File: src/rtl/traffic_light_fsm.sv
`default_nettype none
// ============================================================================
// Module   : traffic_light_fsm
// Purpose  : Highway/farm-road phase sequencer that drives two restartable timers.
// Revision : 1.0 - initial release
// ============================================================================
module traffic_light_fsm #(
  parameter int SYNC_STAGES = 2
) (
  input  logic       clk,
  input  logic       rst,
  input  logic       car_sensor,
  input  logic       long_done,
  input  logic       short_done,
  output logic       st_long,
  output logic       st_short,
  output logic [2:0] hw_light,
  output logic [2:0] farm_light,
  output logic       car_pend,
  output logic [2:0] state_o
);

  typedef enum logic [2:0] {
    HG  = 3'd0,
    HY  = 3'd1,
    AR1 = 3'd2,
    FG  = 3'd3,
    FY  = 3'd4,
    AR2 = 3'd5
  } state_t;

  localparam logic [2:0] c_red = 3'b100;
  localparam logic [2:0] c_yel = 3'b010;
  localparam logic [2:0] c_grn = 3'b001;

  // Raw bits so that unencoded values can be held and recovered from.
  logic [2:0]             state_q;
  state_t                 state_d;
  logic                   st_long_q, st_long_d;
  logic                   st_short_q, st_short_d;
  logic [2:0]             hw_q, hw_d;
  logic [2:0]             farm_q, farm_d;
  logic                   car_pend_q, car_pend_d;
  logic [SYNC_STAGES-1:0] sync_q;
  logic                   long_ok, short_ok, car_sync;

  // A done seen while its restart pulse is still out belongs to the old phase.
  assign long_ok  = long_done  & ~st_long_q;
  assign short_ok = short_done & ~st_short_q;
  assign car_sync = sync_q[SYNC_STAGES-1];

  always_comb begin
    state_d    = HG;
    st_long_d  = 1'b0;
    st_short_d = 1'b0;
    case (state_q)
      HG: begin
        if (long_ok && car_pend_q) begin
          state_d    = HY;
          st_short_d = 1'b1;
        end else begin
          state_d = HG;
        end
      end
      HY: begin
        if (short_ok) begin
          state_d    = AR1;
          st_short_d = 1'b1;
        end else begin
          state_d = HY;
        end
      end
      AR1: begin
        if (short_ok) begin
          state_d   = FG;
          st_long_d = 1'b1;
        end else begin
          state_d = AR1;
        end
      end
      FG: begin
        if (long_ok) begin
          state_d    = FY;
          st_short_d = 1'b1;
        end else begin
          state_d = FG;
        end
      end
      FY: begin
        if (short_ok) begin
          state_d    = AR2;
          st_short_d = 1'b1;
        end else begin
          state_d = FY;
        end
      end
      AR2: begin
        if (short_ok) begin
          state_d   = HG;
          st_long_d = 1'b1;
        end else begin
          state_d = AR2;
        end
      end
      default: begin
        state_d   = HG;
        st_long_d = 1'b1;
      end
    endcase
  end

  always_comb begin
    hw_d   = c_red;
    farm_d = c_red;
    case (state_d)
      HG:      hw_d   = c_grn;
      HY:      hw_d   = c_yel;
      FG:      farm_d = c_grn;
      FY:      farm_d = c_yel;
      default: begin
        hw_d   = c_red;
        farm_d = c_red;
      end
    endcase
  end

  // Entering FG serves the request; clearing beats a coincident set.
  always_comb begin
    car_pend_d = car_pend_q | car_sync;
    if ((state_d == FG) && (state_q != FG)) begin
      car_pend_d = 1'b0;
    end
  end

  always_ff @(posedge clk or posedge rst) begin
    if (rst) begin
      state_q    <= HG;
      st_long_q  <= 1'b1;
      st_short_q <= 1'b0;
      hw_q       <= c_grn;
      farm_q     <= c_red;
      car_pend_q <= 1'b0;
      sync_q     <= '0;
    end else begin
      state_q    <= state_d;
      st_long_q  <= st_long_d;
      st_short_q <= st_short_d;
      hw_q       <= hw_d;
      farm_q     <= farm_d;
      car_pend_q <= car_pend_d;
      sync_q     <= {sync_q[SYNC_STAGES-2:0], car_sensor};
    end
  end

  assign st_long    = st_long_q;
  assign st_short   = st_short_q;
  assign hw_light   = hw_q;
  assign farm_light = farm_q;
  assign car_pend   = car_pend_q;
  assign state_o    = state_q;

endmodule
`default_nettype wire

File: config.mk
export PLATFORM = sky130hd
export DESIGN_NAME = traffic_light_fsm
export DESIGN_NICKNAME = d
export VERILOG_FILES = /design/src/rtl/traffic_light_fsm.sv
export SDC_FILE = /design/constraint.sdc
export NUM_CORES = 1
export LEC_CHECK = 0
export CORE_MARGIN = 2
export CORE_UTILIZATION = 32
export DETAILED_ROUTE_END_ITERATION = 10
export PLACE_DENSITY = 0.54
export SLEW_MARGIN = 30
export SYNTH_ARGS = -nofsm -noshare
export SYNTH_HDL_FRONTEND = slang
export SYNTH_SLANG_ARGS = --single-unit
File: constraint.sdc
create_clock -name clk -period 2.26 [get_ports clk]
set_input_delay 0.226 -clock clk [delete_from_list [all_inputs] [get_ports clk]]
set_output_delay 0.226 -clock clk [all_outputs]
set_load 0.01 [all_outputs]
==> results of run 1 <==
## stage by stage
stage / utilization (%) / total power [uW] / cells / cell area [sq um] / setup slack (ns)
after floorplan: - / 756 / 54 / 628 / 1.15
after global placement: 42.2 / 969 / 94 / 802 / 0.804
after detailed placement: 42.2 / 961 / 94 / 802 / 0.833
after CTS: 44.1 / 1140 / 98 / 838 / 0.518
after global routing: 44.1 / 1210 / 98 / 838 / 0.408
final: 44.1 / 1130 / 98 / 838 / 0.503
## power by group through the flow
stage / registers [uW] / logic (uW) / clock network, uW
3_5_place_dp: 472 / 489 / 0
6_report: 466 / 488 / 178
4_1_cts: 466 / 492 / 181
5_1_grt: 488 / 527 / 192
2_1_floorplan: 456 / 299 / 0
3_3_place_gp: 476 / 494 / 0
## layout by cell type, fill, tap and decap left out, drive strengths merged, types with 3 or more instances in the layout
cell and count:
inv 3, dfrtp 11, clkbuf 4, clkdlybuf4s50 16, nor2 3, dfstp 3
## area by class of cell
type,instances,area [sq um],share of cell area (%)
tap,27,33.8,4.03
multi-input combinational,34,243,29.0
clock buffer,4,36.3,4.33
timing repair buffer,16,160,19.1
inverter,3,11.3,1.34
sequential,14,354,42.2
## worst min path at each step
stage                              startpoint                    to  slack, ns
after CTS                                 rst  state_o[2]$_DFF_PP0_       0.28
after detailed placement  sync_q[0]$_DFF_PP0_   sync_q[1]$_DFF_PP0_       0.33
after global placement    sync_q[0]$_DFF_PP0_   sync_q[1]$_DFF_PP0_       0.34
final                                     rst  state_o[2]$_DFF_PP0_       0.26
after global routing                      rst  state_o[2]$_DFF_PP0_       0.33
after floorplan                           rst    car_pend$_DFF_PP0_       0.11
## cell families (layout without fill, tap and decap cells)
logic type                Yosys count  in the layout
AOI/OAI and AO/OA                  15             15
xor gates and xnor gates            1              1
buffers and inverters               6             23
DFF                                14             14
muxes                               1              1
and+or+nand+nor                    17             17
## routing by layer
| layer | GRT usage (%) | vias up | part of all wire, % |
|---|---|---|---|
| li1 | - | 232 | - |
| met1 | 13.7 | 215 | 46 |
| met2 | 17.4 | 11 | 46 |
| met3 | 2.78 | 5 | 4.1 |
| met4 | 8.57 | 0 | 3.3 |
| met5 | 0 | - | 0 |
## state kept, by name, summed over array words and instances (netlist names)
signal,count
st_short,1
farm_light,3
state_o,3
hw_light,3
car_pend,1
st_long,1
sync_q,2
## synthesized netlist by cell type
cell type,instances
buf_2,1
buf_4,2
xnor2_1,1
nor3_1,2
o21ai_0,2
nor2b_1,2
dfstp_2,3
nor3b_2,1
nand2_1,1
nand2b_1,2
inv_1,3
a211oi_1,1
a31oi_1,1
o221a_1,1
dfrtp_1,11
mux2i_1,1
and3b_1,2
a2bb2o_1,1
a21oi_1,2
nand3b_1,1
nor3b_1,1
o31ai_1,2
and2_1,1
a32oi_1,1
nand3_1,1
a22oi_1,1
o41ai_1,1
nor2_1,3
o32a_1,1
a211oi_2,1
==> flow_summary.ini, run 1 <==
[power]
switching_power_uw = 404
power.density_nw_per_um2 = 1350
pwr-share-clk_pct = 15.7
seqPwrFrac_pct = 41.2
p_comb_share_pct = 43.1
leakage_uw = 0.000343
p_sw_share_pct = 35.6
ir_drop_v = 0.000431
p_int_uw = 729

[timing]
worst_slew_pin_slew_ns = 0.491
hold_viol_final = 0
slew_viol_final = 0
timing.hold.ws_ns = 0.256
maxSlewHeadroom_pct = 67.2
final.setup.tns_ns = 0
skew_ns = 0.00730
finalSetupViolations = 0
rsz0062_at_grt = false
fmax_mhz = 569
min_period_ns = 1.76
period_share_pct = 77.8

[synth]
yosys.area_share.simple_pct = 16.9
synth_mux_area_share_pct = 1.59
synth_top_family_by_area = compound AO/OA/AOI/OAI gates
synth_cell_type_count = 30
yosysTopAreaCellShare_pct = 43.8
synth_xor_area_share_pct = 1.39
ys_seq_area_share_pct = 56.4
synth_seq_cells = 14
syn_inst = 54
synth_compound_area_share_pct = 18.7
avgSynthCellArea_sq_um = 11.6
synth.area.top_cells = dfrtp_1 (44%), dfstp_2 (13%), and3b_1 (2.8%), buf_4 (2.4%), o31ai_1 (2.4%)
synth_area_sq_um = 628
syn_nets = 59
ys_warn_count = 0
synth.largest_area_cell = dfrtp_1
synthAdderAreaFrac_pct = 0

[grt]
grt_overflow = 0
grt_max_degree = 16
track_usage_pct = 11.3
grt_pass1_vias = 440
antenna_found_initial = 0
grt_pass1_wl_mm = 2.01

[place]
place_congestion = 0.728
numPortBuffers = 16
dp_hpwl_um = 819

[critical_path]
slowest_delay_ns = 0.62
worstRegToRegCells = 3
critPathKind = reg -> out
crit_chain = clkdlybuf4s50_1
cp_num_buf_inv = 1
critPathLaunchType = flip-flop
worstReg2RegStart = state_o[2]$_DFF_PP0_
r2r_slack_ns = 0.92
slowest_stage = dfrtp_1
cp-startpoint = state_o[2]$_DFF_PP0_
end_kind = primary output
critPathMaxFanout = 15
required_ns = 2.03
arrival_ns = 1.53
crit_family = flip-flops
regToRegEndpoint = state_o[0]$_DFF_PP0_
cp.depth = 1
cp-endpoint = state_o[2]

[clock_network]
cts_num_sinks = 14
cts_setup_buffers = 0
cts-root-buf = clkbuf_4
htree_num_levels = 1
hold_buffers = 0
ctsResizeCount = 0
path_clk_slew_ns = 0.09
clkLatencyLatePin_ns = 0.28
cts_tree = done
cts_buffers = 3
clockBufferDepth = 2

[floorplan]
rows = 16
ios = 17
core_area_sq_um = 1900
start_util_pct = 33.0
die_x_um = 48.3
die_area_sq_um = 2330
die_h_um = 48.3

[detailed_routing]
vias = 463
first_iter_violations = 10
antenna_left = 0
routedWlPerCell_um = 11.3
via_per_inst = 4.72
drc = 0
wl_mm = 1.11
first_pass_iters = 4

[layout]
syn2layout_area_growth_pct = 33.5
nets = 77
drive_gt1_share_pct = 12.7
fillers = 180
diodes = 0

[min_path]
hold_class = in -> async

[flow_run]
maxCapViolations = 0

[run_status]
outcome = finished, final reports clean
(Power assumes the default switching activity.)
==> run 2, diff against run 1 <==
--- a/config.mk
+++ b/config.mk
@@ -8,7 +8,7 @@
 export CORE_MARGIN = 2
 export CORE_UTILIZATION = 32
 export DETAILED_ROUTE_END_ITERATION = 10
-export PLACE_DENSITY = 0.54
+export PLACE_DENSITY = 0.56
 export SLEW_MARGIN = 30
 export SYNTH_ARGS = -nofsm -noshare
 export SYNTH_HDL_FRONTEND = slang
==> constraint.sdc (replaced) <==
create_clock -name clk -period 1.4 [get_ports clk]
set_input_delay 0.14 -clock clk [delete_from_list [all_inputs] [get_ports clk]]
set_output_delay 0.14 -clock clk [all_outputs]
set_load 0.01 [all_outputs]
==> run 2 against run 1 <==
Utilization up 2.1 points. Wire length up 18%. Register-to-register slack worse by 0.76 ns. Sequential cell count unchanged. Global-route usage up 0.12 points. Combinational power up 110%. Critical path depth unchanged. Cell area up 4.8%. Final cell count up 7.1%. Total power up 68%. Worst hold slack worse by 0.068 ns. Largest cell class unchanged. Clock-buffer cell count unchanged.
==> flow_summary.ini, run 2 (synthesis gave the netlist of run 1 again) <==
[layout]
diodes = 0
layout.cells.non_filler = 105
drive_gt1_share_pct = 20.5
fin_area_sq_um = 878
mostFrequentLayoutCells = clkdlybuf4s50_1 (13), dfrtp_1 (10), buf_4 (7)
syn2layout_area_growth_pct = 39.8
final_common_cell = clkdlybuf4s50_1
nets = 84

[timing]
fin_ws_ns = 0.0536
skew_ns = 0.00824
period_share_pct = 96.2
min_period_ns = 1.35
fmax_mhz = 743
hold_viol_final = 0
slew_viol_final = 0
finalSetupViolations = 0
maxSlewHeadroom_pct = 66.2
worst_slew_pin_slew_ns = 0.506
rsz0062_at_grt = false
final.setup.tns_ns = 0

[detailed_routing]
antenna_left = 0
via_per_inst = 4.91
first_iter_violations = 13
wl_mm = 1.31
routedWlPerCell_um = 12.5
first_pass_iters = 4
vias = 516
drc = 0

[floorplan]
ios = 17
start_util_pct = 33.0
die_h_um = 48.3
rows = 16
core_area_sq_um = 1900
die_x_um = 48.3
die_area_sq_um = 2330

[place]
dp_hpwl_um = 914
pre_cts_ws_ns = 0.0862
place_congestion = 0.794
dp_cells = 97
placed_cell_area_sq_um = 825
numPortBuffers = 16

[power]
leakage_uw = 0.000377
power.density_nw_per_um2 = 2160
ir_drop_v = 0.000860
power_uw = 1900

[critical_path]
crit_chain = clkdlybuf4s50_1
worstRegToRegCells = 4
arrival_ns = 1.21
end_kind = primary output
slowest_stage = clkdlybuf4s50_1
required_ns = 1.26
critPathMaxFanout = 3
r2r_slack_ns = 0.16
worstReg2RegStart = st_short$_DFF_PP0_
slowest_delay_ns = 0.55
critPathKind = reg -> out
crit_family = buffers and inverters
cp_num_buf_inv = 1
critPathLaunchType = flip-flop
regToRegEndpoint = state_o[2]$_DFF_PP0_

[clock_network]
cts_num_sinks = 14
cts_tree = done
clkLatencyLatePin_ns = 0.27
htree_num_levels = 1
path_clk_slew_ns = 0.08
hold_buffers = 0
cts_buffers = 3
clockBufferDepth = 2
cts-root-buf = clkbuf_4

[grt]
grt_max_degree = 15
grt_pass1_vias = 455
antenna_found_initial = 0
grt_overflow = 0
track_usage_pct = 11.4
grt_pass1_wl_mm = 2.03

[flow_run]
maxCapViolations = 0

[run_status]
outcome = finished, final reports clean

[min_path]
hold_class = in -> async
## run 2: cell count changes in the layout (fill, tap and decap cells not counted), sizes merged
cell and delta:
buf +7, clkdlybuf4s50 -3, dlygate4sd2 +3
## run 2: cell type report
type                            instances  area, sq um
Timing Repair Buffer                   23          209
Tap cell                               27         33.8
Inverter                                3         11.3
Clock buffer                            4         26.3
Multi-Input combinational cell         34          243
Fill cell                             179         1020
Sequential cell                        14          355
## run 2: worst max path at each step
stage | from | endpoint | slack, ns | depth (start not counted)
after floorplan | st_long$_DFF_PP1_ | st_short$_DFF_PP0_ | 0.29 | 3
after global placement | short_done | state_o[2]$_DFF_PP0_ | 0.07 | 4
after detailed placement | short_done | state_o[2]$_DFF_PP0_ | 0.09 | 4
after CTS | state_o[1]$_DFF_PP0_ | state_o[1] | 0.01 | 1
after global routing | car_pend$_DFF_PP0_ | car_pend | 0.005 | 1
final | car_pend$_DFF_PP0_ | car_pend | 0.05 | 1
## run 2: where the power goes
group	switching (uW)	total [uW]	internal, uW
registers	65.2	642	576
logic	498	1030	534
clock network	118	228	110
total	681	1900	1220
## run 2: layer usage
metal / vias up / wire length, um / track usage, %
li1: 247 / - / -
met1: 244 / 565 / 13.0
met2: 23 / 644 / 19.9
met3: 2 / 86 / 4.63
met4: 0 / 13 / 2.86
met5: - / 0 / 0
## run 2: repair_timing
item,CTS,global route
resized for setup,4,0
setup buffers,2,2
endpoints found under the setup margin,5,1
## run 2: metrics by stage
step           utilization (%)  hold slack [ns]
4_1_cts                   45.4            0.210
3_3_place_gp              43.4            0.333
3_5_place_dp              43.4            0.347
2_1_floorplan                -           0.0271
6_report                  46.2            0.188
5_1_grt                   46.2            0.243
==> run 3, diff against run 2 <==
--- a/config.mk
+++ b/config.mk
@@ -5,10 +5,11 @@
 export SDC_FILE = /design/constraint.sdc
 export NUM_CORES = 1
 export LEC_CHECK = 0
+export ABC_AREA = 1
 export CORE_MARGIN = 2
 export CORE_UTILIZATION = 32
 export DETAILED_ROUTE_END_ITERATION = 10
-export PLACE_DENSITY = 0.56
+export PLACE_DENSITY = 0.54
 export SLEW_MARGIN = 30
 export SYNTH_ARGS = -nofsm -noshare
 export SYNTH_HDL_FRONTEND = slang
==> constraint.sdc (replaced) <==
create_clock -name clk -period 1.7 [get_ports clk]
set_input_delay 0.17 -clock clk [delete_from_list [all_inputs] [get_ports clk]]
set_output_delay 0.17 -clock clk [all_outputs]
set_load 0.01 [all_outputs]
==> run 3 against run 2 <==
Utilization grew 0.12 points. Largest cell class unchanged. Worst hold slack better by 0.033 ns. Non-clock buffer count is 7 lower. Clock skew decreased by 0.00074 ns.
==> flow_summary.ini, run 3 <==
[layout]
ff_latch_area_sq_um = 354
final_common_cell = clkdlybuf4s50_1
fillers = 180
fin_util_pct = 46.3
mostFrequentLayoutCells = clkdlybuf4s50_1 (16), nand2_1 (14), nor2_1 (12)
syn2layout_area_growth_pct = 35.7
fin_area_sq_um = 808
diodes = 0
multiInputGateArea_sq_um = 195
drive_gt1_share_pct = 10.2
nets = 94

[critical_path]
crit_chain = clkdlybuf4s50_1
cp_num_buf_inv = 1
arrival_ns = 1.37
critPathKind = reg -> out
regToRegEndpoint = hw_light[0]$_DFF_PP1_
critPathMaxFanout = 9
required_ns = 1.53
crit_family = buffers and inverters
r2r_slack_ns = 0.48
end_kind = primary output
critPathLaunchType = flip-flop
worstRegToRegCells = 7
slowest_delay_ns = 0.60
cp.depth = 1
worstReg2RegStart = state_o[0]$_DFF_PP0_
slowest_stage = clkdlybuf4s50_1

[timing]
slew_viol_final = 0
skew_ns = 0.00749
min_period_ns = 1.54
period_share_pct = 90.6
hold_viol_final = 0
final.setup.tns_ns = 0
finalSetupViolations = 0
rsz0062_at_grt = false
fmax_mhz = 649
fin_ws_ns = 0.160
worst_slew_pin_slew_ns = 0.514
maxSlewHeadroom_pct = 65.7

[clock_network]
path_clk_slew_ns = 0.08
clockBufferDepth = 2
hold_buffers = 0
cts_buffers = 3
cts_setup_buffers = 0
cts_num_sinks = 14
cts_tree = done
htree_num_levels = 1
cts-root-buf = clkbuf_4
clkLatencyLatePin_ns = 0.27
ctsResizeCount = 0

[min_path]
hold_class = in -> async

[run_status]
outcome = finished, final reports clean

[place]
placed_cell_area_sq_um = 782
pre_cts_ws_ns = 0.234
numPortBuffers = 16
dp_hpwl_um = 822
place_congestion = 0.832

[detailed_routing]
wl_mm = 1.13
drc = 0
via_per_inst = 4.25
first_pass_iters = 4
first_iter_violations = 9
vias = 480
routedWlPerCell_um = 9.98
antenna_left = 0

[grt]
grt_pass1_wl_mm = 1.79
grt_pass1_vias = 435
grt_max_degree = 15
track_usage_pct = 12.1
grt_overflow = 0
antenna_found_initial = 0

[power]
ir_drop_v = 0.000829
leakage_uw = 0.000416
power.density_nw_per_um2 = 1690

[floorplan]
die_h_um = 47.1
core_area_sq_um = 1750
ios = 17
die_area_sq_um = 2220
start_util_pct = 34.1
die_x_um = 47.1
rows = 15

[synth]
yosysMostFrequentCell = nand2_1
yosysTopAreaCellShare_pct = 46.2
synth_common_cells = nand2_1 (14), nor2_1 (12), dfrtp_1 (11)
synth.largest_area_cell = dfrtp_1
syn_nets = 74
ys_warn_count = 0
synth_seq_cells = 14
avgSynthCellArea_sq_um = 8.63
ys_seq_area_share_pct = 59.5
synth.area.top_cells = dfrtp_1 (46%), dfstp_2 (13%), nand2_1 (8.8%), nand3_1 (7.6%), nor2_1 (7.6%)
synth_edf_count = 0
synth_area_sq_um = 596
ys.flop_type = dfrtp_1
syn_inst = 69
synth_cell_type_count = 14
async_reset_ff_share_pct = 100

[flow_run]
maxCapViolations = 0
[run 3: area by class of cell]
cell class                      count  area share (%)
Clock buffer                        4            3.25
Inverter                           11            5.11
Multi-Input combinational cell     43            24.1
Sequential cell                    14            43.8
Tap cell                           25            3.87
Timing Repair Buffer               16            19.8
[run 3: cells by family (layout without fill, tap and decap cells)]
family / count (synthesis) / count (layout) / share of synthesized area, %
compound gates: 5 / 5 / 5.04
buf+inv: 12 / 31 / 7.77
flops: 14 / 14 / 59.5
simple gates: 38 / 38 / 27.7
[run 3: metrics by stage]
stage	hold slack, ns	total power, uW	cells
2_1_floorplan	0.0571	897	69
3_3_place_gp	0.334	1190	109
3_5_place_dp	0.336	1180	109
4_1_cts	0.241	1390	113
5_1_grt	0.280	1470	113
6_report	0.222	1360	113
[run 3: power breakdown]
part	internal [uW]	switching, uW	leakage, uW
sequential	470	90.2	0.000168
clock	90.8	100	0.0000150
combinational	303	309	0.000233
[run 3: layer usage]
layer  global-route usage [%]  part of all wire [%]  routed length (um)  up-vias
met5                        0                     0                   0        -
met3                     2.31                   2.9                  33        2
met4                     8.33                   1.2                  14        0
met2                     17.3                    45                 504       12
met1                     16.3                    51                 576      214
li1                         -                     -                   -      252
[run 3: worst max-delay path by stage]
stage,from,end
finish,state_o[0]$_DFF_PP0_,state_o[0]
global route,state_o[1]$_DFF_PP0_,state_o[1]
CTS,state_o[1]$_DFF_PP0_,state_o[1]
detailed placement,short_done,hw_light[0]$_DFF_PP1_
global placement,short_done,hw_light[0]$_DFF_PP1_
floorplan,state_o[0]$_DFF_PP0_,farm_light[1]$_DFF_PP0_
